--- config.mk ---
export PLATFORM = sky130hd
export DESIGN_NAME = blackjack_deal_ctrl_flat
export DESIGN_NICKNAME = d
export VERILOG_FILES = /design/src/rtl/blackjack_pkg.sv /design/src/rtl/blackjack_deal_ctrl_if.sv /design/src/rtl/hand_accum.sv /design/src/rtl/blackjack_deal_ctrl.sv /design/src/flat_wrapper.sv
export SDC_FILE = /design/constraint.sdc
export NUM_CORES = 1
export LEC_CHECK = 0
export ABC_AREA = 1
export ABC_CLOCK_PERIOD_IN_PS = 2590
export BUFFER_PORTS_ARGS = -buffer_cell sky130_fd_sc_hd__buf_4
export CORE_MARGIN = 10
export CORE_UTILIZATION = 52
export CTS_CLUSTER_DIAMETER = 60
export DETAILED_ROUTE_END_ITERATION = 6
export PLACE_DENSITY = 0.74
export SLEW_MARGIN = 15
export SYNTH_ARGS = -nofsm -noshare
export SYNTH_HDL_FRONTEND = slang
export SYNTH_HIERARCHICAL = 1
export SYNTH_SLANG_ARGS = --single-unit
--- constraint.sdc ---
create_clock -name clk_i -period 2.59 [get_ports clk_i]
set_input_delay 0.1295 -clock clk_i [delete_from_list [all_inputs] [get_ports clk_i]]
set_output_delay 0.1295 -clock clk_i [all_outputs]
set_load 0.05 [all_outputs]
--- src/rtl/blackjack_pkg.sv ---
// Shared constants for the blackjack round controller: FSM encoding, result
// codes, card field positions and card scoring helpers.
package blackjack_pkg;

  localparam logic [2:0] S_IDLE   = 3'd0;
  localparam logic [2:0] S_REQ    = 3'd1;
  localparam logic [2:0] S_WAIT   = 3'd2;
  localparam logic [2:0] S_PLACE  = 3'd3;
  localparam logic [2:0] S_P_TURN = 3'd4;
  localparam logic [2:0] S_D_TURN = 3'd5;
  localparam logic [2:0] S_RESULT = 3'd6;
  localparam logic [2:0] S_ERROR  = 3'd7;

  localparam logic [1:0] RES_NONE   = 2'b00;
  localparam logic [1:0] RES_PLAYER = 2'b01;
  localparam logic [1:0] RES_DEALER = 2'b10;
  localparam logic [1:0] RES_PUSH   = 2'b11;

  localparam int RANK_LSB = 0;
  localparam int RANK_MSB = 3;
  localparam int SUIT_LSB = 4;
  localparam int SUIT_MSB = 5;

  localparam logic [4:0] BLACKJACK = 5'd21;

  // Aces count 1 here; the soft +10 is applied by the hand's best score.
  function automatic logic [4:0] card_value(input logic [3:0] rank);
    card_value = (rank >= 4'd10) ? 5'd10 : {1'b0, rank};
  endfunction

endpackage

--- src/rtl/blackjack_deal_ctrl_if.sv ---
// Card source handshake plus the accepted-card write port of the round controller.
interface blackjack_deal_ctrl_if;
  logic       card_req_o;
  logic       card_valid_i;
  logic [7:0] card_i;
  logic       card_we_o;
  logic       card_dest_o;
  logic [7:0] card_out_o;

  modport master (
    output card_req_o, card_we_o, card_dest_o, card_out_o,
    input  card_valid_i, card_i
  );

  modport slave (
    input  card_req_o, card_we_o, card_dest_o, card_out_o,
    output card_valid_i, card_i
  );
endinterface

--- src/rtl/hand_accum.sv ---
// One blackjack hand: hard sum and ace flag, with a combinational best score.
module hand_accum
  import blackjack_pkg::*;
(
  input  logic       clk,
  input  logic       rst_n,
  input  logic       clear,
  input  logic       add,
  input  logic [3:0] rank,
  output logic [4:0] hard_sum,
  output logic [4:0] best_score
);

  logic ace;

  // NOTE: state registers use non-blocking assignments so every flop samples
  // the pre-edge values of its neighbours, independent of block ordering.
  always_ff @(posedge clk) begin
    if (!rst_n) begin
      hard_sum <= '0;
      ace      <= 1'b0;
    end else if (clear) begin
      hard_sum <= '0;
      ace      <= 1'b0;
    end else if (add) begin
      hard_sum <= hard_sum + card_value(rank);
      ace      <= ace | (rank == 4'd1);
    end
  end

  assign best_score = (ace && hard_sum <= 5'd11) ? hard_sum + 5'd10 : hard_sum;

endmodule

--- src/rtl/blackjack_deal_ctrl.sv ---
// Blackjack round controller: requests cards, routes them to player/dealer,
// runs player and dealer turns and reports the round result.
module blackjack_deal_ctrl
  import blackjack_pkg::*;
#(
  parameter int MAX_CARDS    = 11,  // assumed >= 4 so the initial deal always completes
  parameter int TIMEOUT      = 15,
  parameter int DEALER_STAND = 17
) (
  input  logic                 clk_i,
  input  logic                 rst_i,
  input  logic                 start_i,
  input  logic                 hit_i,
  input  logic                 stand_i,
  blackjack_deal_ctrl_if.master card_bus,
  output logic [4:0]           player_score_o,
  output logic [4:0]           dealer_score_o,
  output logic [3:0]           cards_dealt_o,
  output logic [2:0]           state_o,
  output logic [1:0]           result_o,
  output logic                 done_o,
  output logic                 error_o
);

  localparam int         TW        = $clog2(TIMEOUT + 1);
  localparam logic [TW-1:0] TMO_LOAD = TW'(TIMEOUT - 1);
  localparam logic [3:0] CARD_CAP  = 4'(MAX_CARDS);
  localparam logic [4:0] STAND_LVL = 5'(DEALER_STAND);

  logic [2:0]    state;
  logic          dest;
  logic          retry;
  logic [3:0]    cards_dealt;
  logic [TW-1:0] tmo_cnt;
  logic [1:0]    result;
  logic [7:0]    card_q;

  logic [3:0] rank_in;
  logic       rank_ok;
  logic       at_cap;
  logic       new_round;
  logic       place;
  logic [4:0] player_hard, dealer_hard;
  logic [1:0] cmp_res;

  assign rank_in   = card_bus.card_i[RANK_MSB:RANK_LSB];
  assign rank_ok   = (rank_in != 4'd0) && (rank_in <= 4'd13);
  assign at_cap    = (cards_dealt == CARD_CAP);
  assign place     = (state == S_PLACE);
  assign new_round = start_i &&
                     (state == S_IDLE || state == S_RESULT || state == S_ERROR);

  hand_accum u_player (
    .clk(clk_i), .rst_n(rst_i), .clear(new_round), .add(place && !dest),
    .rank(card_q[RANK_MSB:RANK_LSB]), .hard_sum(player_hard), .best_score(player_score_o)
  );

  hand_accum u_dealer (
    .clk(clk_i), .rst_n(rst_i), .clear(new_round), .add(place && dest),
    .rank(card_q[RANK_MSB:RANK_LSB]), .hard_sum(dealer_hard), .best_score(dealer_score_o)
  );

  // NOTE: every signal assigned in always_comb gets a default first so no
  // path leaves it unassigned and a latch is never inferred.
  always_comb begin
    cmp_res = RES_PUSH;
    if (dealer_score_o > BLACKJACK)           cmp_res = RES_PLAYER;
    else if (player_score_o > dealer_score_o) cmp_res = RES_PLAYER;
    else if (player_score_o < dealer_score_o) cmp_res = RES_DEALER;
  end

  // NOTE: reset is synchronous, so it lives inside the clocked block and is
  // only seen on a rising clock edge.
  always_ff @(posedge clk_i) begin
    if (!rst_i) begin
      state       <= S_IDLE;
      dest        <= 1'b0;
      retry       <= 1'b0;
      cards_dealt <= '0;
      tmo_cnt     <= '0;
      result      <= RES_NONE;
      card_q      <= '0;
    end else begin
      case (state)
        S_IDLE, S_RESULT, S_ERROR: begin
          if (start_i) begin
            state       <= S_REQ;
            dest        <= 1'b0;
            retry       <= 1'b0;
            cards_dealt <= '0;
            result      <= RES_NONE;
          end
        end
        S_REQ: begin
          // A re-request after a discarded card keeps the running timeout.
          if (!retry) tmo_cnt <= TMO_LOAD;
          state <= S_WAIT;
        end
        S_WAIT: begin
          if (card_bus.card_valid_i) begin
            if (rank_ok) begin
              card_q <= card_bus.card_i;
              retry  <= 1'b0;
              state  <= S_PLACE;
            end else begin
              retry <= 1'b1;
              state <= S_REQ;
            end
          end else if (tmo_cnt == '0) begin
            state <= S_ERROR;
          end else begin
            tmo_cnt <= tmo_cnt - TW'(1);
          end
        end
        S_PLACE: begin
          cards_dealt <= cards_dealt + 4'd1;
          if (cards_dealt < 4'd3) begin
            dest  <= ~dest;
            state <= S_REQ;
          end else if (cards_dealt == 4'd3) begin
            state <= S_P_TURN;
          end else begin
            state <= dest ? S_D_TURN : S_P_TURN;
          end
        end
        S_P_TURN: begin
          if (player_hard > BLACKJACK) begin
            result <= RES_DEALER;
            state  <= S_RESULT;
          end else if ((cards_dealt == 4'd4 && player_score_o == BLACKJACK) || stand_i) begin
            state <= S_D_TURN;
          end else if (hit_i) begin
            if (at_cap) begin
              result <= cmp_res;
              state  <= S_RESULT;
            end else begin
              dest  <= 1'b0;
              state <= S_REQ;
            end
          end
        end
        S_D_TURN: begin
          if (dealer_score_o < STAND_LVL && !at_cap) begin
            dest  <= 1'b1;
            state <= S_REQ;
          end else begin
            result <= cmp_res;
            state  <= S_RESULT;
          end
        end
        default: state <= S_IDLE;
      endcase
    end
  end

  assign card_bus.card_req_o  = (state == S_REQ);
  assign card_bus.card_we_o   = place;
  assign card_bus.card_dest_o = place & dest;
  assign card_bus.card_out_o  = place ? card_q : 8'h00;

  assign cards_dealt_o = cards_dealt;
  assign state_o       = state;
  assign result_o      = result;
  assign done_o        = (state == S_RESULT);
  assign error_o       = (state == S_ERROR);

  logic unused_ok;
  assign unused_ok = ^dealer_hard;

endmodule

--- src/flat_wrapper.sv ---
// flat-port wrapper written by rule: the top's interface ports become plain ports
module blackjack_deal_ctrl_flat import blackjack_pkg::*;
#(
  parameter int MAX_CARDS    = 11,                                                      
  parameter int TIMEOUT      = 15,
  parameter int DEALER_STAND = 17
)
  (clk_i, rst_i, start_i, hit_i, stand_i, player_score_o, dealer_score_o, cards_dealt_o, state_o, result_o, done_o, error_o, card_bus_card_req_o, card_bus_card_we_o, card_bus_card_dest_o, card_bus_card_out_o, card_bus_card_valid_i, card_bus_card_i);
  blackjack_deal_ctrl_if card_bus_i ();
  input  logic clk_i;
  input  logic rst_i;
  input  logic start_i;
  input  logic hit_i;
  input  logic stand_i;
  output logic [4:0] player_score_o;
  output logic [4:0] dealer_score_o;
  output logic [3:0] cards_dealt_o;
  output logic [2:0] state_o;
  output logic [1:0] result_o;
  output logic done_o;
  output logic error_o;
  output wire logic [$bits(card_bus_i.card_req_o)-1:0] card_bus_card_req_o;
  output wire logic [$bits(card_bus_i.card_we_o)-1:0] card_bus_card_we_o;
  output wire logic [$bits(card_bus_i.card_dest_o)-1:0] card_bus_card_dest_o;
  output wire logic [$bits(card_bus_i.card_out_o)-1:0] card_bus_card_out_o;
  input wire logic [$bits(card_bus_i.card_valid_i)-1:0] card_bus_card_valid_i;
  input wire logic [$bits(card_bus_i.card_i)-1:0] card_bus_card_i;
  assign card_bus_card_req_o = card_bus_i.card_req_o;
  assign card_bus_card_we_o = card_bus_i.card_we_o;
  assign card_bus_card_dest_o = card_bus_i.card_dest_o;
  assign card_bus_card_out_o = card_bus_i.card_out_o;
  assign card_bus_i.card_valid_i = card_bus_card_valid_i;
  assign card_bus_i.card_i = card_bus_card_i;
  blackjack_deal_ctrl #(.MAX_CARDS(MAX_CARDS), .TIMEOUT(TIMEOUT), .DEALER_STAND(DEALER_STAND)) u_core (.clk_i(clk_i), .rst_i(rst_i), .start_i(start_i), .hit_i(hit_i), .stand_i(stand_i), .card_bus(card_bus_i), .player_score_o(player_score_o), .dealer_score_o(dealer_score_o), .cards_dealt_o(cards_dealt_o), .state_o(state_o), .result_o(result_o), .done_o(done_o), .error_o(error_o));
endmodule
==> results of run 1 <==
==> routing by layer <==
metal,GRT usage [%],wire (µm),up-vias,share of wire (%)
li1,-,-,1475,-
met1,18.6,3070,1319,45
met2,28.7,3320,66,48
met3,3.84,384,9,5.6
met4,4.76,78,0,1.1
met5,0,0,-,0
==> worst max-delay path, delay by kind of cell (launching register included) <==
kind | cells | cell delay [ns]
simple gates | 15 | 1.13
fa+ha+maj | 2 | 0.49
flops | 1 | 0.48
buf+inv | 1 | 0.06
==> cell type report <==
type	count	share of cell area (%)
timing repair buffer	45	10.4
sequential	35	21.7
inverter	81	9.44
clock inverter	1	0.155
multi-input combinational	313	53.2
clock buffer	7	2.36
tap	70	2.71
==> power groups by stage <==
stage / clock network (mW) / logic, mW / registers [mW]
floorplan: 0 / 0.863 / 0.869
global placement: 0 / 1.23 / 0.767
detailed placement: 0 / 1.25 / 0.769
CTS: 0.396 / 1.26 / 0.758
global route: 0.420 / 1.41 / 0.777
finish: 0.379 / 1.26 / 0.759
==> what timing repair did <==
item / 4_1_cts / 5_1_grt
endpoints found under the setup margin: 0 / 1
endpoints found under the hold margin: 0 / 0
gates resized for setup: 0 / 1
hold buffers: 0 / 0
==> worst max path at each step <==
| stage | endpoint | start | slack (ns) | cells past startpoint |
|---|---|---|---|---|
| final | u_core/result_o[1] | u_core/u_dealer/hard_sum[1] | 0.32 | 18 |
| after detailed placement | u_core/result_o[1] | u_core/u_dealer/hard_sum[1] | 0.34 | 18 |
| after floorplan | u_core/u_dealer/hard_sum[1] | u_core/state_o[1] | 0.02 | 8 |
| after CTS | u_core/result_o[1] | u_core/u_dealer/hard_sum[1] | 0.32 | 18 |
| after global routing | u_core/result_o[1] | u_core/u_player/hard_sum[2] | 0.03 | 18 |
| after global placement | u_core/result_o[1] | u_core/u_dealer/hard_sum[1] | 0.41 | 18 |
==> stage by stage <==
step | instance area [µm²] | power (mW) | std cells
4_1_cts | 3230 | 2.41 | 552
3_3_place_gp | 3150 | 1.99 | 544
6_report | 3230 | 2.40 | 552
2_1_floorplan | 2780 | 1.73 | 434
3_5_place_dp | 3150 | 2.02 | 544
5_1_grt | 3230 | 2.60 | 552
==> registers in the layout (all words and copies together) (netlist names) <==
register	cells
u_core/card_q	8
u_core/u_dealer/hard_sum	5
u_core/u_player/hard_sum	5
u_core/cards_dealt_o	4
u_core/tmo_cnt	4
u_core/state_o	3
u_core/result_o	2
u_core/dest	1
u_core/retry	1
u_core/u_dealer/ace	1
u_core/u_player/ace	1
==> run summary, run 1 <==
Reg power frac = 31.7%
# setup viols final = 0
Core Area = 5140 µm²
drt via density = 5.20
die area = 8650 µm²
syn avg cell area = 6.39 µm²
placement row count = 26
Syn Nets = 470
Clock Power Share = 15.8%
min Tclk post-route = 2.27 ns
Seq. cell area = 703 µm²
internal power = 1.24 mW
clock latency at the later pin of the worst-skew pair = 0.29 ns
Hold Slack = 0.124 ns
final WL = 6850 µm
post-route ant nets = 0
YS warnings = 6
residual DRC count = 0
Starting Density = 53.9%
global-route wire length before repair = 11900 µm
DP Worst Slack = 0.339 ns
Clock Skew = 0.00542 ns
CTS buffer count = 5
sw frac = 48.1%
layout overhead on the synthesized area = 16.7%
Final GP Congestion = 0.879
WL per Instance = 12.4 µm
fraction of layout cells with a size suffix above 1 = 21.0%
FMAX = 0.441 GHz
DP HPWL = 5400 µm
slew margin rel. = 77.3%
period utilisation layout = 87.6%
Antenna Cells = 0
most frequent cells in the layout = nand2_1 (90), inv_1 (66), nor2_1 (57)
Die H = 93.0 µm
drt initial violations = 155
final max-slew violation count = 0
hold path start = card_bus_card_i[4]
most common cell after layout, fill and taps aside = nand2_1
Worst R2R End = u_core/result_o[1]
largest fanout on the critical path = 6
Final WS setup = 0.322 ns
GR Util All Layers = 16.1%
number of global-route vias before repair = 2695
critical path startpoint category = flip-flop
Required @ worst endpoint = 2.77 ns
CP max stage cell = dfxtp_1
multi-input gate area in the final layout = 1720 µm²
nets@finish = 517
FF-to-FF Start = u_core/u_dealer/hard_sum[1]
Max rail drop VDD = 0.695 mV
Worst R2R Setup Slack = 0.32 ns
setup_tns = 0 ns
final core occ = 62.9%
CP endpoint kind = flip-flop
critical path arrival = 2.45 ns
Synth Instances = 434
clock sinks = 35
Die X = 93.0 µm
first-pass iteration count of the detailed router = 4
Slew @ Worst Pin = 0.339 ns
number of post-CTS setup repair buffers = 0
buffer depth of the longest clock path = 2
WS Path Type = reg -> reg
leak pwr = 1.62 nW
vias = 2869
synthesized area = 2770 µm²
fill cell count = 536
Worst-path clk slew = 0.07 ns
Buffers on Ports = 45
worst hold stages = 3
pin count of the biggest net entering global routing = 19
Hold Vio Cnt, Final = 0
Hold EP = u_core/card_q[4]
Psw = 1.15 mW
Worst Hold Class = in -> reg
CTS tree = yes
run status = finished clean
part of the power in combinational logic = 52.5%
Cell Pwr Density = 741 nW/µm²
Worst path max stage delay = 0.48 ns
GRT overflow = 0
cells along the critical path = ha_1 -> nand3_2 -> nand2_1 -> nand2_2 -> nand3_1 -> nand2_1 -> nand2_1 -> inv_1 -> ha_1 -> nand2_1 -> nor2_1 -> nand2_1 -> nand2_1 -> nor2_1 -> nor2_1 -> nor2_1 -> nor2_1 -> nor2_1
number of max-cap violations = 0
initial antenna violation count = 0
IO Pins = 46
RSZ-0062 raised after global routing = false
length in cells of the worst reg-to-reg path = 18
H-tree levels = 2
Clock Tree Root = clkbuf_8
(Power assumes the default switching activity.)
==> inputs of run 2 (changes only) <==
--- a/config.mk
+++ b/config.mk
@@ -13,6 +13,7 @@
 export CTS_CLUSTER_DIAMETER = 60
 export DETAILED_ROUTE_END_ITERATION = 6
 export PLACE_DENSITY = 0.74
+export RECOVER_POWER = 100
 export SLEW_MARGIN = 15
 export SYNTH_ARGS = -nofsm -noshare
 export SYNTH_HDL_FRONTEND = slang
==> run 2 against run 1 <==
Against the previous run:
- cell count is the same
- via count is 0.35% lower
- hold slack got worse by 0.0033 ns
- routed wire length decreased by 0.16%
- register-to-register slack about the same
- critical path type is now reg -> out
- largest power group unchanged
==> run summary, run 2 (synthesis results as in run 1) <==
M1 GR Usage = 18.6% (unchanged)
Worst-path clk slew = 0.07 ns (about the same)
drt initial violations = 145 (-6.5%)
Cell Pwr Density = 746 nW/µm² (+0.75%)
number of max-cap violations = 0 (unchanged)
largest fanout on the critical path = 13 (+7)
global-route wire length before repair = 11900 µm (unchanged)
RSZ-0062 raised after global routing = false
CP delay by family, top = simple AND/OR/NAND/NOR gates
critical path arrival = 2.22 ns (-0.23 ns)
CP max stage cell = dfxtp_1
Required @ worst endpoint = 2.46 ns (-0.31 ns)
CP Buf/Inv Count = 2 (+1)
die area = 8650 µm² (unchanged)
residual DRC count = 0 (unchanged)
Core Area = 5140 µm² (unchanged)
Final WS setup = 0.245 ns (-0.0765 ns)
min Tclk post-route = 2.34 ns (+0.0765 ns)
fin area = 3060 µm² (-5.4%)
biggest regs = u_core/card_q (8), u_core/u_dealer/hard_sum (5), u_core/u_player/hard_sum (5)
max reg flops = 8 (unchanged)
drt via density = 5.18 (-0.35%)
pin count of the biggest net entering global routing = 19 (unchanged)
period utilisation layout = 90.5% (+3.0 points)
vias = 2859 (-0.35%)
WS Path Type = reg -> out
met3 usage = 3.84% (unchanged)
setup_tns = 0 ns (unchanged)
layout overhead on the synthesized area = 10.4%
Die H = 93.0 µm (unchanged)
GR Util All Layers = 16.1% (unchanged)
CTS tree = yes
CTS buffer count = 5 (unchanged)
Clock Tree Root = clkbuf_8
CP endpoint kind = output pin
cells along the critical path = nand2_2 -> nor2_1 -> inv_2 -> nor2_1 -> buf_4
Clock Skew = 0.00512 ns (-0.000298 ns)
Buffers on Ports = 45 (unchanged)
GRT overflow = 0 (unchanged)
final WL = 6840 µm (-0.16%)
most frequent cells in the layout = nand2_1 (93), inv_1 (73), nor2_1 (62)
Final GP Congestion = 0.879 (unchanged)
placement row count = 26 (unchanged)
Die X = 93.0 µm (unchanged)
Max rail drop VDD = 0.675 mV (-2.8%)
IO Pins = 46 (unchanged)
initial antenna violation count = 0 (unchanged)
leak pwr = 1.49 nW (-8.0%)
clock latency at the later pin of the worst-skew pair = 0.28 ns (about the same)
Worst R2R Setup Slack = 0.32 ns (about the same)
slew margin rel. = 58.6% (-19 points)
H-tree levels = 2 (unchanged)
FMAX = 0.426 GHz (-3.3%)
number of global-route vias before repair = 2695 (unchanged)
fraction of layout cells with a size suffix above 1 = 9.96% (-11 points)
Slew @ Worst Pin = 0.624 ns (+0.285 ns)
DP Worst Slack = 0.339 ns (unchanged)
run status = finished clean
clock sinks = 35 (unchanged)
WL per Instance = 12.4 µm (-0.16%)
first-pass iteration count of the detailed router = 4 (unchanged)
Hold Vio Cnt, Final = 0 (unchanged)
Post-CTS Hold Buffers = 0 (unchanged)
most common cell after layout, fill and taps aside = nand2_1
Worst path max stage delay = 0.55 ns (+0.07 ns)
critical path startpoint category = flip-flop
Starting Density = 53.9% (unchanged)
Antenna Cells = 0 (unchanged)
Worst Hold Class = in -> reg
Largest Register = u_core/card_q
DP HPWL = 5400 µm (unchanged)
buffer depth of the longest clock path = 2 (unchanged)
Placed Area = 3150 µm² (unchanged)
# setup viols final = 0 (unchanged)
nets@finish = 517 (unchanged)
gr busiest metal = met2
cell mode on critical path = nor2_1
met2 GRT Util = 28.7% (unchanged)
final max-slew violation count = 0 (unchanged)
post-route ant nets = 0 (unchanged)
==> run 2: cell types whose count changed in the layout (fill, tap and decap cells not counted), moves of 5 or more <==
cell      previous run  this run
buf_4               45        16
clkbuf_1             2        31
inv_1               66        73
inv_2               14         7
nor2_1              57        62
==> run 2: cell type report <==
class / count / area, µm²
well taps: 70 / 87.6
flip-flops and latches: 35 / 702
inverters: 81 / 305
repair buffers: 45 / 229
multi-input cells: 313 / 1660
fillers: 586 / 2080
clock inverters: 1 / 5.00
clock buffers: 7 / 76.3
==> run 2: path summary, 6_finish.rpt <==
kind,start,to,depth (start not counted)
setup / recovery,u_core/state_o[0],card_bus_card_dest_o,5
hold / removal,card_bus_card_i[4],u_core/card_q[4],3
setup reg to reg,u_core/state_o[0],u_core/u_player/hard_sum[1],7
hold reg to reg,u_core/card_q[7],u_core/card_q[7],2
==> run 2: tightest hold or removal path, stage by stage <==
cell and delay, ns:
buf_4 0.08, o21ai_1 0.06, a21oi_1 0.11
==> run 2: power by group <==
group	leakage, nW	switching (mW)	internal, mW
clock network	0.0422	0.188	0.189
registers	0.285	0.107	0.638
logic	1.16	0.813	0.350
total	1.49	1.11	1.18
==> run 2: metrics by stage <==
stage | util, % | hold slack, ns | instances | power [mW]
final | 59.5 | 0.121 | 552 | 2.28
after global placement | 61.3 | 0.403 | 544 | 1.99
after CTS | 62.9 | 0.115 | 552 | 2.41
after detailed placement | 61.3 | 0.425 | 544 | 2.02
after global routing | 59.5 | 0.133 | 552 | 2.50
after floorplan | - | 0.268 | 434 | 1.73
==> run 2: repair_timing <==
| action | 4_1_cts | 5_1_grt |
|---|---|---|
| resized for setup | 0 | 1 |
| buffers inserted | 0 | 0 |
| endpoints found under the setup margin | 0 | 1 |
| endpoints found under the hold margin | 0 | 0 |
==> run 2: metal layers <==
metal,vias up,part of all wire [%],wire length (µm)
li1,1475,-,-
met1,1291,44,3040
met2,80,48,3280
met3,13,6.2,427
met4,0,1.3,92
met5,-,0,0
==> inputs of run 3 (changes only) <==
--- a/config.mk
+++ b/config.mk
@@ -6,14 +6,15 @@
 export NUM_CORES = 1
 export LEC_CHECK = 0
 export ABC_AREA = 1
-export ABC_CLOCK_PERIOD_IN_PS = 2590
+export ABC_CLOCK_PERIOD_IN_PS = 1900
 export BUFFER_PORTS_ARGS = -buffer_cell sky130_fd_sc_hd__buf_4
 export CORE_MARGIN = 10
 export CORE_UTILIZATION = 52
 export CTS_CLUSTER_DIAMETER = 60
 export DETAILED_ROUTE_END_ITERATION = 6
-export PLACE_DENSITY = 0.74
+export PLACE_DENSITY = 0.77
 export RECOVER_POWER = 100
+export SKIP_LAST_GASP = 1
 export SLEW_MARGIN = 15
 export SYNTH_ARGS = -nofsm -noshare
 export SYNTH_HDL_FRONTEND = slang
==> constraint.sdc (replaced) <==
create_clock -name clk_i -period 1.9 [get_ports clk_i]
set_input_delay 0.095 -clock clk_i [delete_from_list [all_inputs] [get_ports clk_i]]
set_output_delay 0.095 -clock clk_i [all_outputs]
set_load 0.05 [all_outputs]
==> run 3 against run 2 <==
Against the previous run:
- the flow now finishes with violations (negative setup slack)
- count of clock-buffer cells in the layout unchanged
- routed wire length up 9.3%
- total power up 56%
- first-iteration DRC count up 4.1%
- non-clock buffer count up 30
==> run summary, run 3 (synthesis results as in run 1) <==
Final WS setup = -0.142 ns (-0.387 ns)
IO Pins = 46 (unchanged)
final max-slew violation count = 0 (unchanged)
Worst path max stage delay = 0.34 ns (-0.21 ns)
clock latency at the later pin of the worst-skew pair = 0.29 ns (about the same)
vias = 2980 (+4.2%)
GR Util All Layers = 17.1% (+1.0 points)
DP Worst Slack = -0.122 ns (-0.461 ns)
Die H = 93.0 µm (unchanged)
die area = 8650 µm² (unchanged)
CTS tree = yes
initial antenna violation count = 0 (unchanged)
Max rail drop VDD = 0.753 mV (+11%)
CP max stage cell = dfxtp_2
FMAX = 0.490 GHz
setup_tns = -0.444 ns (-0.444 ns)
Core Area = 5140 µm² (unchanged)
Worst Hold Class = in -> reg
clock sinks = 35 (unchanged)
max reg flops = 8 (unchanged)
Clock Skew = 0.00430 ns (-0.000823 ns)
Die X = 93.0 µm (unchanged)
first-pass iteration count of the detailed router = 4 (unchanged)
length in cells of the worst reg-to-reg path = 17 (+10)
# setup viols final = 6 (+6)
number of global-route vias before repair = 2910 (+8.0%)
H-tree levels = 2 (unchanged)
drt initial violations = 151 (+4.1%)
biggest regs = u_core/card_q (8), u_core/u_dealer/hard_sum (5), u_core/u_player/hard_sum (5)
run status = finished, violations left
Starting Density = 53.9% (unchanged)
Antenna Cells = 0 (unchanged)
WL per Instance = 12.8 µm (+3.7%)
fin area = 3820 µm² (+25%)
post-route ant nets = 0 (unchanged)
drt via density = 5.12 (-1.1%)
Cell Pwr Density = 932 nW/µm² (+25%)
buffer depth of the longest clock path = 2 (unchanged)
GRT overflow = 0 (unchanged)
cell mode on critical path = nor2_1
period utilisation layout = 107%
Placed Area = 3510 µm² (+12%)
failing checks = negative setup slack
residual DRC count = 0 (unchanged)
Inst Count DP = 570 (+4.8%)
Required @ worst endpoint = 2.09 ns (-0.37 ns)
fraction of layout cells with a size suffix above 1 = 38.7% (+29 points)
CTS buffer count = 5 (unchanged)
critical path startpoint category = flip-flop
Clock Tree Root = clkbuf_8
critical path arrival = 2.23 ns (about the same)
layout overhead on the synthesized area = 37.8%
Post-Layout Cell Count = 582 (+5.4%)
leak pwr = 1.86 nW (+25%)
Slew @ Worst Pin = 0.602 ns (-0.0220 ns)
Largest Register = u_core/card_q
Hold Vio Cnt, Final = 0 (unchanged)
RSZ-0062 raised after global routing = true
WS Path Type = reg -> reg
CP endpoint kind = flip-flop
largest fanout on the critical path = 6 (-7)
DP HPWL = 5760 µm (+6.6%)
most frequent cells in the layout = buf_4 (67), nand2_1 (67), inv_1 (60)
worst hold stages = 3 (unchanged)
number of max-cap violations = 0 (unchanged)
cells along the critical path = inv_2 -> ha_4 -> nand3_2 -> nand2_2 -> nand2_4 -> nand4_1 -> nand2_4 -> ha_4 -> nand2_2 -> nor2_2 -> nand2_1 -> nand2_1 -> nor2_2 -> nor2_1 -> nor2_1 -> nor2_1 -> nor2_1
Hold Slack = 0.0679 ns (-0.0528 ns)
global-route wire length before repair = 12700 µm (+6.7%)
Worst-path clk slew = 0.08 ns (about the same)
final WL = 7470 µm (+9.3%)
slew margin rel. = 60.0% (+1.5 points)
min Tclk post-route = 2.04 ns
Buffers on Ports = 45 (unchanged)
pin count of the biggest net entering global routing = 19 (unchanged)
Final GP Congestion = 0.907 (+3.1%)
nets@finish = 547 (+5.8%)
placement row count = 26 (unchanged)
Post-CTS Hold Buffers = 0 (unchanged)
[run 3: final timing paths]
path,slack (ns),from,to
worst min-delay path,0.07,card_bus_card_i[4],u_core/card_q[4]
worst max-delay path,-0.14,u_core/u_player/hard_sum[2],u_core/result_o[1]
worst max register to register,-0.14,u_core/u_player/hard_sum[2],u_core/result_o[1]
worst min register to register,0.47,u_core/card_q[4],u_core/card_q[4]
[run 3: area by class of cell]
cell class,instances,area [µm²]
multi-input combinational,313,2010
timing repair buffer,75,567
inverter,81,310
sequential,35,729
tap,70,87.6
fill,422,1320
clock inverter,1,5.00
clock buffer,7,108
[run 3: critical path: cells and delay by family, from the launching register on]
family | cells | cell delay, ns
and+or+nand+nor | 14 | 1.12
adders and majority gates | 2 | 0.41
DFF | 1 | 0.34
buffers and inverters | 1 | 0.07
[run 3: what timing repair did]
| item | CTS | global route |
|---|---|---|
| resized for setup | 16 | 36 |
| setup endpoints to repair | 6 | 10 |
| buffers inserted | 3 | 2 |
| pin swaps | 12 | 30 |
[run 3: per-layer routing]
| layer | vias to the layer above | routed length [µm] | GRT usage, % | part of all wire, % |
|---|---|---|---|---|
| li1 | 1542 | - | - | - |
| met1 | 1375 | 3280 | 19.6 | 44 |
| met2 | 53 | 3870 | 31.5 | 52 |
| met3 | 10 | 235 | 2.88 | 3.1 |
| met4 | 0 | 94 | 5.40 | 1.3 |
| met5 | - | 0 | 0 | 0 |
[run 3: where the power goes]
group / internal (mW) / total, mW / switching, mW
clock: 0.372 / 0.654 / 0.282
sequential: 0.884 / 1.04 / 0.160
combinational: 0.631 / 1.86 / 1.23
total: 1.89 / 3.56 / 1.67
[run 3: through the flow]
step	util [%]	total power, mW
after detailed placement	68.4	2.87
after global routing	74.3	3.85
after floorplan	-	2.43
final	74.3	3.56
after CTS	72.1	3.53
after global placement	68.4	2.82
